$ cat src/rtl/exp_ker_rd_arbiter.sv
// Read-port arbiter for the expand kernel RAM, shared by the 1x1 and 3x3 kernel read controllers.
// Build macro EXP_ARB_FIXED_PRIO_EN selects fixed priority to 3x3; the default build is round-robin.
module exp_ker_rd_arbiter #(
    parameter int ADDR_W    = 12,
    parameter int DATA_W    = 64,
    parameter int BURST_LEN = 4,
    parameter int RAM_LAT   = 1
) (
    input  logic              clk_i,
    input  logic              rst_i,
    input  logic              start_i,
    input  logic              exp1_req_i,
    input  logic [ADDR_W-1:0] exp1_addr_i,
    output logic              exp1_gnt_o,
    output logic              exp1_rd_vld_o,
    input  logic              exp3_req_i,
    input  logic [ADDR_W-1:0] exp3_addr_i,
    output logic              exp3_gnt_o,
    output logic              exp3_rd_vld_o,
    output logic              ram_rd_en_o,
    output logic [ADDR_W-1:0] ram_rd_addr_o,
    input  logic [DATA_W-1:0] ram_rd_data_i,
    output logic [DATA_W-1:0] rd_data_o,
    output logic              busy_o
);

    localparam int               CNT_W    = $clog2(BURST_LEN);
    localparam logic [CNT_W-1:0] CNT_LAST = CNT_W'(BURST_LEN - 1);
    localparam logic [CNT_W-1:0] CNT_ONE  = CNT_W'(1);
    localparam logic [1:0]       TAG_NONE = 2'b00;
    localparam logic [1:0]       TAG_EXP1 = 2'b01;
    localparam logic [1:0]       TAG_EXP3 = 2'b10;

    typedef enum logic [1:0] {
        IDLE = 2'd0,
        GNT1 = 2'd1,
        GNT3 = 2'd2
    } state_t;

    state_t            state_r;
    state_t            state_nxt_s;
    logic [CNT_W-1:0]  beat_cnt_r;
    logic [CNT_W-1:0]  beat_cnt_nxt_s;
    logic              owner_req_s;
    logic [ADDR_W-1:0] owner_addr_s;
    logic [1:0]        owner_tag_s;
    logic              burst_end_s;
    logic              inflight_s;
    // Owner tag per return stage; stage RAM_LAT lines up with ram_rd_data_i.
    logic [1:0]        tag_r [RAM_LAT+1];
`ifndef EXP_ARB_FIXED_PRIO_EN
    logic              last3_r;
`endif

    // Decode the current owner's request, address and return tag from the grant state.
    always_comb begin
        owner_req_s  = 1'b0;
        owner_addr_s = {ADDR_W{1'b0}};
        owner_tag_s  = TAG_NONE;
        case (state_r)
            GNT1: begin
                owner_req_s  = exp1_req_i;
                owner_addr_s = exp1_addr_i;
                owner_tag_s  = TAG_EXP1;
            end
            GNT3: begin
                owner_req_s  = exp3_req_i;
                owner_addr_s = exp3_addr_i;
                owner_tag_s  = TAG_EXP3;
            end
            default: begin
                owner_req_s  = 1'b0;
                owner_addr_s = {ADDR_W{1'b0}};
                owner_tag_s  = TAG_NONE;
            end
        endcase
    end

    // A burst closes on its last beat or when the owner lets go of its request.
    assign burst_end_s = (state_r != IDLE) && (!owner_req_s || (beat_cnt_r == CNT_LAST));

    // Grant selection: in IDLE and at every burst end.
    always_comb begin
        state_nxt_s = state_r;
        case (state_r)
            IDLE: begin
`ifdef EXP_ARB_FIXED_PRIO_EN
                if (exp3_req_i) begin
                    state_nxt_s = GNT3;
                end else if (exp1_req_i) begin
                    state_nxt_s = GNT1;
                end else begin
                    state_nxt_s = IDLE;
                end
`else
                if (exp1_req_i && exp3_req_i) begin
                    state_nxt_s = last3_r ? GNT1 : GNT3;
                end else if (exp3_req_i) begin
                    state_nxt_s = GNT3;
                end else if (exp1_req_i) begin
                    state_nxt_s = GNT1;
                end else begin
                    state_nxt_s = IDLE;
                end
`endif
            end
            GNT1: begin
                if (!burst_end_s) begin
                    state_nxt_s = GNT1;
                end else if (exp3_req_i) begin
                    state_nxt_s = GNT3;
                end else if (exp1_req_i) begin
                    state_nxt_s = GNT1;
                end else begin
                    state_nxt_s = IDLE;
                end
            end
            GNT3: begin
                if (!burst_end_s) begin
                    state_nxt_s = GNT3;
`ifdef EXP_ARB_FIXED_PRIO_EN
                end else if (exp3_req_i) begin
                    state_nxt_s = GNT3;
                end else if (exp1_req_i) begin
                    state_nxt_s = GNT1;
`else
                end else if (exp1_req_i) begin
                    state_nxt_s = GNT1;
                end else if (exp3_req_i) begin
                    state_nxt_s = GNT3;
`endif
                end else begin
                    state_nxt_s = IDLE;
                end
            end
            default: begin
                state_nxt_s = IDLE;
            end
        endcase
    end

    // Beat counter restarts at every burst boundary.
    always_comb begin
        if (burst_end_s) begin
            beat_cnt_nxt_s = {CNT_W{1'b0}};
        end else if (owner_req_s) begin
            beat_cnt_nxt_s = beat_cnt_r + CNT_ONE;
        end else begin
            beat_cnt_nxt_s = beat_cnt_r;
        end
    end

    // A read stays in flight until its strobe cycle has been produced.
    always_comb begin
        inflight_s = owner_req_s;
        for (int k = 0; k <= RAM_LAT; k++) begin
            inflight_s = inflight_s | (tag_r[k] != TAG_NONE);
        end
    end

    // State, counter, issue registers and the owner-tagged read-return pipeline.
    always_ff @(posedge clk_i) begin
        if (rst_i || start_i) begin
            state_r       <= IDLE;
            beat_cnt_r    <= {CNT_W{1'b0}};
`ifndef EXP_ARB_FIXED_PRIO_EN
            last3_r       <= 1'b0;
`endif
            for (int k = 0; k <= RAM_LAT; k++) begin
                tag_r[k] <= TAG_NONE;
            end
            exp1_gnt_o    <= 1'b0;
            exp3_gnt_o    <= 1'b0;
            exp1_rd_vld_o <= 1'b0;
            exp3_rd_vld_o <= 1'b0;
            ram_rd_en_o   <= 1'b0;
            ram_rd_addr_o <= {ADDR_W{1'b0}};
            rd_data_o     <= {DATA_W{1'b0}};
            busy_o        <= 1'b0;
        end else begin
            state_r    <= state_nxt_s;
            beat_cnt_r <= beat_cnt_nxt_s;
`ifndef EXP_ARB_FIXED_PRIO_EN
            if (owner_req_s) begin
                last3_r <= (state_r == GNT3);
            end
`endif
            exp1_gnt_o  <= (state_nxt_s == GNT1);
            exp3_gnt_o  <= (state_nxt_s == GNT3);
            ram_rd_en_o <= owner_req_s;
            if (owner_req_s) begin
                ram_rd_addr_o <= owner_addr_s;
            end
            tag_r[0] <= owner_req_s ? owner_tag_s : TAG_NONE;
            for (int k = 1; k <= RAM_LAT; k++) begin
                tag_r[k] <= tag_r[k-1];
            end
            rd_data_o     <= ram_rd_data_i;
            exp1_rd_vld_o <= tag_r[RAM_LAT][0];
            exp3_rd_vld_o <= tag_r[RAM_LAT][1];
            busy_o        <= (state_nxt_s != IDLE) || inflight_s;
        end
    end

endmodule

$ cat config.mk
export PLATFORM = sky130hd
export DESIGN_NAME = exp_ker_rd_arbiter
export DESIGN_NICKNAME = d
export VERILOG_FILES = /design/src/rtl/exp_ker_rd_arbiter.sv
export SDC_FILE = /design/constraint.sdc
export NUM_CORES = 1
export LEC_CHECK = 0
export ABC_AREA = 1
export ABC_CLOCK_PERIOD_IN_PS = 3300
export BUFFER_PORTS_ARGS = -buffer_cell sky130_fd_sc_hd__buf_2
export CORE_ASPECT_RATIO = 1.1
export CORE_MARGIN = 2
export CORE_UTILIZATION = 35
export CTS_BUF_LIST = sky130_fd_sc_hd__clkbuf_8
export DETAILED_ROUTE_END_ITERATION = 7
export PLACE_DENSITY = 0.67
export SYNTH_ARGS = -nofsm -noshare
export SYNTH_HDL_FRONTEND = slang
export SYNTH_SLANG_ARGS = --single-unit
$ cat constraint.sdc
create_clock -name clk_i -period 3.3 [get_ports clk_i]
set_input_delay 0.165 -clock clk_i [delete_from_list [all_inputs] [get_ports clk_i]]
set_output_delay 0.165 -clock clk_i [all_outputs]
set_load 0.005 [all_outputs]
==> results_dict.tcl <==
set metrics [dict create \
    dp.final_hpwl_mm 5.029 \
    insertedDiodeCount 0 \
    switching_share_pct 22.11 \
    fp.dieW_um 92.24 \
    min_period_ns 2.175 \
    synthesis.area_per_instance_um2 8.493 \
    result_of_the_run "finished clean" \
    crit-reg2reg-launch "state_r[0]$_SDFF_PP0_" \
    synth_cell_types 21 \
    start_util_pct 35.84 \
    detail-route-antenna-nets 0 \
    antenna_found_initial 0 \
    htreeDepth 3 \
    startpoint_type "flip-flop" \
    leading_cell_type_by_number_of_instances_after_synthesis "sky130_fd_sc_hd__dfxtp_1" \
    drive_gt1_share_pct 36.98 \
    crit_family "simple AND/OR/NAND/NOR gates" \
    worstMarginPinSlew_ns 0.7788 \
    p_seq_share_pct 53.3 \
    fin_worst_skew_ns 0.009114 \
    first_global_vias 2395 \
    clock_path_buffers 2 \
    postCtsResizedCells 0 \
    hold_removal_path_class "input port to flip-flop" \
    clock_latency_ns 0.34 \
    end_kind "flip-flop" \
    worst_path_most_repeated_cell "sky130_fd_sc_hd__nand2_1" \
    ios 175 \
    total_chip_power_w 0.002141 \
    timing_max_transition_violations_final 0 \
    grt_max_degree 48 \
    stdcell_count 641 \
    unrepaired_setup_endpoints_after_global_routing "false" \
    cts_tree "built" \
    min-delay-start "ram_rd_data_i[33]" \
    timing.final.crit_share_pct 65.90 \
    cp_num_buf_inv 2 \
    timing.critical_path.required_ns 3.55 \
    post_synthesis_register_bit_count 91 \
    place_worst_setup_slack_ns 1.134 \
    power.internal_w 0.001668 \
    height_of_the_die_um 101.1 \
    yosys-top-cells-area "sky130_fd_sc_hd__dfxtp_1 (61%), sky130_fd_sc_hd__inv_1 (9.8%), sky130_fd_sc_hd__nor2_1 (9.1%)" \
    die_area_mm2 0.009322 \
    critPathKind "flip-flop to flip-flop" \
    final-hold-violation-count 0 \
    fin_setup_tns_ns 0 \
    cellPowerDensity_mw_per_mm2 512.4 \
    cts_setup_buffers 0 \
    yosys.area.top_type_share_pct 60.77 \
    vias_per_cell 4.170 \
    tritoncts.num_buffers 9 \
    slew_headroom_pct 48.00 \
    design.core.area_mm2 0.008364 \
    postSynthNetCount 453 \
    clk_transition_reported_paths_ns 0.09 \
    nFillCells 819 \
    crit_path_top_delay_cell "sky130_fd_sc_hd__ha_1" \
    cell_area_after_layout_mm2 0.004178 \
    drc 0 \
    setup_viol 0 \
    netlist_top_cells_count "sky130_fd_sc_hd__dfxtp_1 (91), sky130_fd_sc_hd__inv_1 (78), sky130_fd_sc_hd__nor2_1 (73), sky130_fd_sc_hd__nand2_1 (32), sky130_fd_sc_hd__nand3_1 (32)" \
    post_synth_instance_area_mm2 0.002998 \
    synth_cells 353 \
    fmax_mhz 459.9 \
    place_congestion 0.7078 \
    synthFlopType "sky130_fd_sc_hd__dfxtp_1" \
    vias 2673 \
    cpPeakStageDelay_ns 0.53 \
    synth_async_sr_flop_share_pct 0 \
    worst_slack_ns 1.125 \
    max-vdd-ir-drop_uv 185.4 \
    layout.nets 625 \
    grt_pass1_wl_mm 10.55 \
    power.net_switching_w 0.0004733 \
    path_max_fanout 27 \
    globalRouteTotalUtil_pct 14.05 \
    synth_largest_area_cell "sky130_fd_sc_hd__dfxtp_1" \
    synth_enable_flop_cells 0 \
    overflow_after_grt 0 \
    placement.cell_area_mm2 0.003926 \
    power.combinational.fraction_pct 7.7 \
    timing.max_cap.violations 0 \
    cts_root_buffer "sky130_fd_sc_hd__clkbuf_8" \
    synth.yosys.seq_area_share_pct 60.77 \
    drt-wirelength-per-cell_um 10.48 \
    rows 35 \
    synthesis.yosys.warnings 0 \
    worstPathArrival_ns 2.43 \
    drt_pass1_iterations 4 \
    place.detailed.instances 623 \
    cts.sink_count 91 \
    crit_path_from "state_r[0]$_SDFF_PP0_" \
    clockPowerShare_pct 39.1 \
    critical_path.cell_chain "inv_1 > ha_1 > nand2_1 > nand2_1 > nand2_2 > inv_4 > nand3_1 > a31oi_1" \
    drt_iter0_markers 54 \
    synthToLayoutAreaGrowth_pct 39.36 \
    wl_mm 6.717 \
    static-leakage-power_nw 2.356 \
    portBuffers 174 \
]
[what timing repair did]
action                     4_1_cts  5_1_grt
hold endpoints to repair         1        1
setup endpoints to repair        0        0
hold buffers                     1        1
[logic make-up (layout without fill, tap and decap cells)]
| logic type | count (synthesis) | after routing | share of synthesized area (%) |
|---|---|---|---|
| and+or+nand+nor | 144 | 144 | 20.20 |
| buffers and inverters | 95 | 272 | 12.94 |
| DFF | 91 | 91 | 60.77 |
| AOI/OAI and AO/OA | 16 | 16 | 3.172 |
| adders and majority gates | 7 | 7 | 2.921 |
[sequential cells by signal (all words and copies together) (netlist names)]
register and flops:
ram_rd_addr_o 12, ram_rd_en_o 1, rd_data_o 64, busy_o 1, state_r 2, beat_cnt_r 2, last3_r 1, exp3_rd_vld_o 1
exp1_rd_vld_o 1, exp1_gnt_o 1, exp3_gnt_o 1, tag_r 4
[worst paths after layout]
path              slack, ns  cells after the start                             to
setup / recovery       1.13                      8  ram_rd_addr_o[7]$_SDFFE_PP0P_
hold / removal         0.03                      3       rd_data_o[33]$_SDFF_PP0_
setup reg to reg       1.13                      8  ram_rd_addr_o[7]$_SDFFE_PP0P_
hold reg to reg        0.44                      2         tag_r[0][2]$_SDFF_PP0_
[per-stage QoR]
step / util (%) / hold WS, ns
5_1_grt: 49.95 / 0.002406
4_1_cts: 49.83 / 0.0002401
6_report: 49.95 / 0.02591
3_3_place_gp: 46.94 / 0.3772
2_1_floorplan: - / 0.2772
3_5_place_dp: 46.94 / 0.3848
[final cells by class]
class | count | area [um2] | share of cell area [%]
Inverter | 79 | 299.0 | 7.158
Clock inverter | 6 | 93.84 | 2.246
Sequential cell | 91 | 1822 | 43.61
Clock buffer | 10 | 137.6 | 3.294
Tap cell | 111 | 138.9 | 3.324
Timing Repair Buffer | 177 | 898.4 | 21.50
Multi-Input combinational cell | 167 | 788.3 | 18.87
[tightest hold or removal path, stage by stage]
cell and delay, ns:
sky130_fd_sc_hd__buf_2 0.10, sky130_fd_sc_hd__inv_1 0.04, sky130_fd_sc_hd__nor2_1 0.03
[placed cells by master, fill, tap and decap left out, types with 2 or more instances in the layout]
cell	netlist	routed
sky130_fd_sc_hd__buf_2	2	174
sky130_fd_sc_hd__dfxtp_1	91	91
sky130_fd_sc_hd__inv_1	78	77
sky130_fd_sc_hd__nor2_1	73	73
sky130_fd_sc_hd__nand2_1	32	32
sky130_fd_sc_hd__nand3_1	32	32
sky130_fd_sc_hd__a31oi_1	12	12
sky130_fd_sc_hd__clkbuf_8	0	10
sky130_fd_sc_hd__ha_1	7	7
sky130_fd_sc_hd__a21oi_1	3	3
sky130_fd_sc_hd__nand4_1	2	2
sky130_fd_sc_hd__inv_6	0	2
sky130_fd_sc_hd__bufinv_16	0	2
sky130_fd_sc_hd__dlygate4sd3_1	0	2
[per-layer routing]
layer	GRT usage [%]	part of all wire, %	wire, um
met1	16.29	43	2880
met2	23.87	46	3121
met3	5.684	9.6	643
met4	4.363	1.1	71
met5	0	0	0
[power groups by stage]
stage | Combinational (W) | Sequential [W] | Clock [W]
after floorplan | 0.0000629 | 0.00117 | 0
after global placement | 0.000163 | 0.00117 | 0
after detailed placement | 0.000165 | 0.00117 | 0
after CTS | 0.000167 | 0.00114 | 0.000875
after global routing | 0.000189 | 0.00114 | 0.000919
final | 0.000165 | 0.00114 | 0.000836
(Power assumes the default switching activity.)
